### config.mk
export PLATFORM = sky130hd
export DESIGN_NAME = stream_muxn_flat
export DESIGN_NICKNAME = d
export VERILOG_FILES = /design/src/rtl/stream_muxn_pkg.sv /design/src/rtl/stream_muxn_if.sv /design/src/rtl/stream_arb_n.sv /design/src/rtl/stream_muxn.sv /design/src/flat_wrapper.sv
export SDC_FILE = /design/constraint.sdc
export NUM_CORES = 1
export LEC_CHECK = 0
export BUFFER_PORTS_ARGS = -buffer_cell sky130_fd_sc_hd__buf_4
export CORE_AREA = 5 5 129 131
export CTS_BUF_LIST = sky130_fd_sc_hd__clkbuf_8
export DETAILED_ROUTE_END_ITERATION = 12
export DIE_AREA = 0 0 134 136
export RECOVER_POWER = 25
export SETUP_SLACK_MARGIN = 0.4
export SKIP_LAST_GASP = 1
export SYNTH_ARGS = -nofsm -noshare
export SYNTH_HDL_FRONTEND = slang
export SYNTH_HIERARCHICAL = 1
export SYNTH_SLANG_ARGS = --single-unit
### constraint.sdc
create_clock -name clk -period 3.15 [get_ports clk]
set_clock_uncertainty 0.2 [all_clocks]
set_input_delay 0.63 -clock clk [delete_from_list [all_inputs] [get_ports clk]]
set_output_delay 0.63 -clock clk [all_outputs]
set_load 0.05 [all_outputs]
### src/rtl/stream_muxn_pkg.sv
// ---------------------------------------------------------------------------
// stream_muxn_pkg
// Shared types and constants for the N-way stream multiplexer and its
// arbiter.
//   stream_mux_state_t : packet-lock state of the multiplexer
//   ARB_FIXED / ARB_RR : arbitration modes (fixed priority / round-robin)
//   sel_width()        : channel-index width, never narrower than one bit
// ---------------------------------------------------------------------------
package stream_muxn_pkg;

  typedef enum logic {
    MUX_IDLE,
    MUX_LOCKED
  } stream_mux_state_t;

  localparam int ARB_FIXED = 0;
  localparam int ARB_RR    = 1;

  function automatic int sel_width(input int n);
    return (n > 1) ? $clog2(n) : 1;
  endfunction

endpackage

### src/rtl/stream_muxn_if.sv
// ---------------------------------------------------------------------------
// stream_muxn_if
// Bundles the N input streams and the single output stream of stream_muxn.
//   in_valid/in_last/in_data : per-channel source words (in_data[i] = ch i)
//   in_ready                 : per-channel accept from the mux
//   out_valid/out_last/out_data/out_sel : registered output word and the
//                              channel it came from
//   out_ready                : downstream accept
// Modports:
//   slave  : the multiplexer side
//   master : the environment side (sources and sink)
// ---------------------------------------------------------------------------
interface stream_muxn_if #(
  parameter int WIDTH = 64,
  parameter int N     = 4
);

  localparam int SEL_W = stream_muxn_pkg::sel_width(N);

  logic [N-1:0]            in_valid;
  logic [N-1:0]            in_last;
  logic [N-1:0][WIDTH-1:0] in_data;
  logic [N-1:0]            in_ready;
  logic                    out_valid;
  logic                    out_last;
  logic [WIDTH-1:0]        out_data;
  logic [SEL_W-1:0]        out_sel;
  logic                    out_ready;

  modport slave (
    input  in_valid, in_last, in_data, out_ready,
    output in_ready, out_valid, out_last, out_data, out_sel
  );

  modport master (
    output in_valid, in_last, in_data, out_ready,
    input  in_ready, out_valid, out_last, out_data, out_sel
  );

endinterface

### src/rtl/stream_arb_n.sv
// ---------------------------------------------------------------------------
// stream_arb_n
// Combinational N-way arbiter.
//   MODE = ARB_FIXED : lowest-index asserted request wins (ptr ignored)
//   MODE = ARB_RR    : search starts at ptr and wraps N-1 -> 0
// Ports:
//   req   in  N      request vector
//   ptr   in  SEL_W  round-robin start index
//   grant out SEL_W  index of the winning request (0 when none)
//   any   out 1      at least one request asserted
// ---------------------------------------------------------------------------
module stream_arb_n
  import stream_muxn_pkg::*;
#(
  parameter int N    = 4,
  parameter int MODE = ARB_FIXED,
  localparam int SEL_W = sel_width(N)
) (
  input  logic [N-1:0]     req,
  input  logic [SEL_W-1:0] ptr,
  output logic [SEL_W-1:0] grant,
  output logic             any
);

  logic found;
  int   idx;

  always_comb begin
    // NOTE: every output of a combinational block gets a default first;
    // a path that leaves a variable unassigned would infer a latch.
    grant = '0;
    found = 1'b0;
    idx   = 0;
    any   = |req;
    if (MODE == ARB_RR) begin
      for (int k = 0; k < N; k++) begin
        idx = (int'(ptr) + k) % N;
        if (!found && req[idx]) begin
          found = 1'b1;
          grant = SEL_W'(idx);
        end
      end
    end else begin
      // Descending scan: the last hit, i.e. the lowest index, wins.
      for (int i = N - 1; i >= 0; i--) begin
        if (req[i]) grant = SEL_W'(i);
      end
    end
  end

endmodule

### src/rtl/stream_muxn.sv
// ---------------------------------------------------------------------------
// stream_muxn
// N-way stream multiplexer with packet locking and a registered output
// stage. An internal arbiter picks a channel; once a multi-word packet has
// started, the channel stays locked until its last word is accepted.
// Single-entry output register: a new word loads when the register is
// empty or being drained (load = ~out_valid | out_ready).
//
// Parameters: WIDTH (word width), N (channels, 2..16),
//             ARB_MODE (ARB_FIXED = 0, ARB_RR = 1)
// Ports:
//   clk      in   clock
//   rst      in   synchronous active-high reset
//   bus      slave modport of stream_muxn_if (input streams, output stream)
//   pkt_cnt  out  [15:0] completed-packet count, only when the macro
//                 STREAM_MUXN_PKT_CNT_EN is defined
// ---------------------------------------------------------------------------
module stream_muxn
  import stream_muxn_pkg::*;
#(
  parameter int WIDTH    = 64,
  parameter int N        = 4,
  parameter int ARB_MODE = ARB_FIXED
) (
  input  logic          clk,
  input  logic          rst,
  stream_muxn_if.slave  bus
`ifdef STREAM_MUXN_PKT_CNT_EN
  ,
  output logic [15:0]   pkt_cnt
`endif
);

  localparam int SEL_W = sel_width(N);

  stream_mux_state_t state;
  logic [SEL_W-1:0]  lock_ch;
  logic [SEL_W-1:0]  rr_ptr;
  logic [SEL_W-1:0]  arb_grant;
  logic              arb_any;
  logic [SEL_W-1:0]  sel_ch;
  logic              sel_ok;
  logic              load;
  logic              xfer;
  logic              xfer_last;

  stream_arb_n #(
    .N    (N),
    .MODE (ARB_MODE)
  ) u_arb (
    .req   (bus.in_valid),
    .ptr   (rr_ptr),
    .grant (arb_grant),
    .any   (arb_any)
  );

  // Handshake decode. While locked only lock_ch may be ready; in IDLE the
  // arbiter winner is ready, and nobody is when no channel requests.
  always_comb begin
    load   = ~bus.out_valid | bus.out_ready;
    sel_ch = arb_grant;
    sel_ok = arb_any;
    if (state == MUX_LOCKED) begin
      sel_ch = lock_ch;
      sel_ok = 1'b1;
    end
    bus.in_ready = '0;
    if (!rst && load && sel_ok) bus.in_ready[sel_ch] = 1'b1;
    xfer      = |(bus.in_valid & bus.in_ready);
    xfer_last = xfer & bus.in_last[sel_ch];
  end

  always_ff @(posedge clk) begin
    // NOTE: sequential state uses non-blocking assignments so every register
    // samples pre-edge values regardless of statement order.
    if (rst) begin
      state         <= MUX_IDLE;
      lock_ch       <= '0;
      rr_ptr        <= '0;
      bus.out_valid <= 1'b0;
      bus.out_last  <= 1'b0;
      bus.out_data  <= '0;
      bus.out_sel   <= '0;
    end else begin
      // Output register: holds while stalled, otherwise refills or empties.
      if (load) begin
        bus.out_valid <= xfer;
        if (xfer) begin
          bus.out_data <= bus.in_data[sel_ch];
          bus.out_last <= bus.in_last[sel_ch];
          bus.out_sel  <= sel_ch;
        end
      end

      if (xfer) begin
        case (state)
          MUX_IDLE: begin
            if (!xfer_last) begin
              state   <= MUX_LOCKED;
              lock_ch <= sel_ch;
            end
          end
          MUX_LOCKED: begin
            if (xfer_last) state <= MUX_IDLE;
          end
          default: state <= MUX_IDLE;
        endcase
      end

      // Pointer moves past the channel that just finished a packet, so the
      // next arbitration (one cycle later) starts at the following channel.
      if (xfer_last) begin
        rr_ptr <= (int'(sel_ch) == N - 1) ? '0 : sel_ch + 1'b1;
      end
    end
  end

`ifdef STREAM_MUXN_PKT_CNT_EN
  always_ff @(posedge clk) begin
    if (rst)            pkt_cnt <= '0;
    else if (xfer_last) pkt_cnt <= pkt_cnt + 16'd1;
  end
`endif

endmodule

### src/flat_wrapper.sv
// flat-port wrapper written by rule: the top's interface ports become plain ports
module stream_muxn_flat import stream_muxn_pkg::*;
#(
  parameter int WIDTH    = 64,
  parameter int N        = 4,
  parameter int ARB_MODE = ARB_FIXED
)
  (clk, rst, bus_in_valid, bus_in_last, bus_in_data, bus_out_ready, bus_in_ready, bus_out_valid, bus_out_last, bus_out_data, bus_out_sel);
  stream_muxn_if #(.WIDTH(WIDTH), .N(N)) bus_i ();
  input  logic clk;
  input  logic rst;
  input wire logic [$bits(bus_i.in_valid)-1:0] bus_in_valid;
  input wire logic [$bits(bus_i.in_last)-1:0] bus_in_last;
  input wire logic [$bits(bus_i.in_data)-1:0] bus_in_data;
  input wire logic [$bits(bus_i.out_ready)-1:0] bus_out_ready;
  output wire logic [$bits(bus_i.in_ready)-1:0] bus_in_ready;
  output wire logic [$bits(bus_i.out_valid)-1:0] bus_out_valid;
  output wire logic [$bits(bus_i.out_last)-1:0] bus_out_last;
  output wire logic [$bits(bus_i.out_data)-1:0] bus_out_data;
  output wire logic [$bits(bus_i.out_sel)-1:0] bus_out_sel;
  assign bus_i.in_valid = bus_in_valid;
  assign bus_i.in_last = bus_in_last;
  assign bus_i.in_data = bus_in_data;
  assign bus_i.out_ready = bus_out_ready;
  assign bus_in_ready = bus_i.in_ready;
  assign bus_out_valid = bus_i.out_valid;
  assign bus_out_last = bus_i.out_last;
  assign bus_out_data = bus_i.out_data;
  assign bus_out_sel = bus_i.out_sel;
  stream_muxn #(.WIDTH(WIDTH), .N(N), .ARB_MODE(ARB_MODE)) u_core (.clk(clk), .rst(rst), .bus(bus_i));
endmodule
==> results.md <==
* Post-Syn Nets at 1030
* Final setup viols at 0
* Die span in y at 136 um
* Crit Path Max Fanout at 4
* Initial antenna violation count at 0
* Initial Utilization at 29.62%
* Pwr dens at 403.2 nW/um^2
* First-pass GRT wire length at 30.08 mm
* GR Util All Layers at 20.77%
* Final ANT Viol Nets at 0
* FF-to-FF End: u_core/bus.out_sel[1]
* Crit path time final at 2691 ps
* Hold Fails Final Rpt at 0
* Outcome: complete, no violations
* Ant diodes at 0
* CTS tree: built
* R2R Setup Slk at 770 ps
* Crit path largest cell delay at 280 ps
* Placement row count at 46
* Vias in the first global route at 5899
* Critical Path RT at 2320 ps
* Vias per cell at 4.799
* Die Area at 18220 um^2
* H-tree depth at 3
* FF-to-FF path depth at 8
* Setup crit end kind: primary output
* Worst Hold Path EP: u_core/bus.out_data[57]
* Fin worst setup slack at 458.8 ps
* Worst Path Buf+Inv at 3
* Total global routing overflow at 0
* Type of element launching the critical path: input port
* Final HPWL DP at 14.96 mm
* Root Buffer Master: clkbuf_8
* PortBufs at 338
* Gp weighted congestion at 0.8262
* Worst-path clk slew at 70 ps
* Layout cells sized above 1 at 33.02%
* WL final at 19.99 mm
* Critical path type: in -> out
* Worst Hold Depth at 2
* Largest net degree at the start of global routing at 85
* Fmax at 371.6 MHz
* CTS max path bufs at 2
* CP most frequent cell: buf_4
* Die width at 134 um
* CP Cell Sequence: buf_4 > nor3_2 > mux2i_4 > buf_4 > ha_1 > and2_2 > buf_4
* Core ar. at 15480 um^2
* Most common cell after layout, fill and taps aside: nand2_1
* Final Util at 47.01%
* LEAKAGE at 3.466 nW
* Dpl ws at 205.9 ps
* Max-slew violation count at 0
* Worst slew pin tran at 903.0 ps
* Worst skew pair latency at 350 ps
* Unrepaired setup endpoints after global routing: no
* Crit path max-delay cell type: nor3_2
* Min-delay worst type: reg -> reg
* Final #Nets at 1329
* Crit path DAT at 1860 ps
* Layout area overhead at 58.72%
* Most frequent cells in the layout: 324 x nand2_1, 318 x buf_4, 192 x nand3_1
* Worst r2r src: u_core/state
* Via Count at 6023
* Design Power at 2.935 mW
* Delay-heaviest family, CP: buffers and inverters
* Detailed Route Iter0 Violations at 219
* I/O pin total at 339
* Hold path startpoint: u_core/bus.out_data[57]
* WL/cell at 15.93 um
* CTS Sinks at 71
* Syn. warnings at 6
* Relative slew slack at 39.80%
* Drt pass-1 iters at 4
* Mapped Cells at 759
* Peak VDD IR at 0.2128 mV
* Number of remaining DRC errors at 0
* Max cap viols at 0
* Setup tns final at 0 ps
* Mapped Area at 4586 um^2
* # fillers at 1720
* Period utilization at 85.43%
* Num CTS Buffers at 9
* Mean Syn Cell Area at 6.042 um^2
state kept, by name (all words and copies together), names as in the netlist:
signal                flops
u_core/bus.out_data      64
u_core/bus.out_last       1
u_core/bus.out_sel        2
u_core/bus.out_valid      1
u_core/lock_ch            2
u_core/state              1
what timing repair did:
| item | 4_1_cts | 5_1_grt |
|---|---|---|
| hold buffers | 0 | 0 |
| buffers inserted | 0 | 2 |
| endpoints found under the setup margin | 4 | 2 |
| resized for setup | 1 | 1 |
| pin swaps | 0 | 1 |
power by group:
| group | internal [mW] | total (mW) | switching [mW] | leakage (nW) |
|---|---|---|---|---|
| clock network | 0.378 | 0.727 | 0.349 | 0.108 |
| logic | 0.459 | 1.20 | 0.737 | 2.78 |
| registers | 0.970 | 1.01 | 0.0406 | 0.580 |
worst max-delay path by stage:
stage                    startpoint                       to  slack [ps]  cells after the start
floorplan           bus_in_valid[2]  u_core/bus.out_data[10]         410                     11
global placement    bus_in_valid[2]        u_core/lock_ch[0]         290                     10
detailed placement  bus_in_valid[2]        u_core/lock_ch[0]         210                     10
CTS                 bus_in_valid[2]          bus_in_ready[3]         440                      8
global route        bus_in_valid[0]          bus_in_ready[1]         400                      7
finish              bus_in_valid[0]          bus_in_ready[1]         460                      7
worst reg2reg max path: stages, from the launching register on:
cell and delay, ps:
dfxtp_4 420, mux2i_4 360, inv_4 60, ha_1 210, a22o_1 250, o21a_2 230
buf_4 260, nor2_1 190, a211oi_2 60
per-stage QoR:
| stage | cell area [um^2] | std cells | hold slack [ps] |
|---|---|---|---|
| floorplan | 4614 | 759 | 274.9 |
| global placement | 7201 | 1237 | 242.4 |
| detailed placement | 7201 | 1237 | 247.0 |
| CTS | 7392 | 1253 | 256.8 |
| global route | 7278 | 1255 | 268.9 |
| finish | 7278 | 1255 | 254.3 |
metal layers:
layer | wire [um] | part of all wire (%) | global-route usage [%]
met5 | 0 | 0 | 0
met4 | 636 | 3.2 | 9.143
met3 | 1950 | 9.8 | 7.106
met2 | 9585 | 48 | 36.22
met1 | 7821 | 39 | 22.97
layout make-up:
| class | instances | area (um^2) | area share [%] |
|---|---|---|---|
| sequential | 71 | 1425 | 19.58 |
| tap | 192 | 240.2 | 3.301 |
| clock buffer | 10 | 137.6 | 1.891 |
| multi-input combinational | 618 | 2867 | 39.38 |
| timing repair buffer | 354 | 2539 | 34.88 |
| clock inverter | 6 | 52.55 | 0.7220 |
| inverter | 4 | 17.52 | 0.2407 |
No activity file was read; power rests on OpenSTA's default activity.
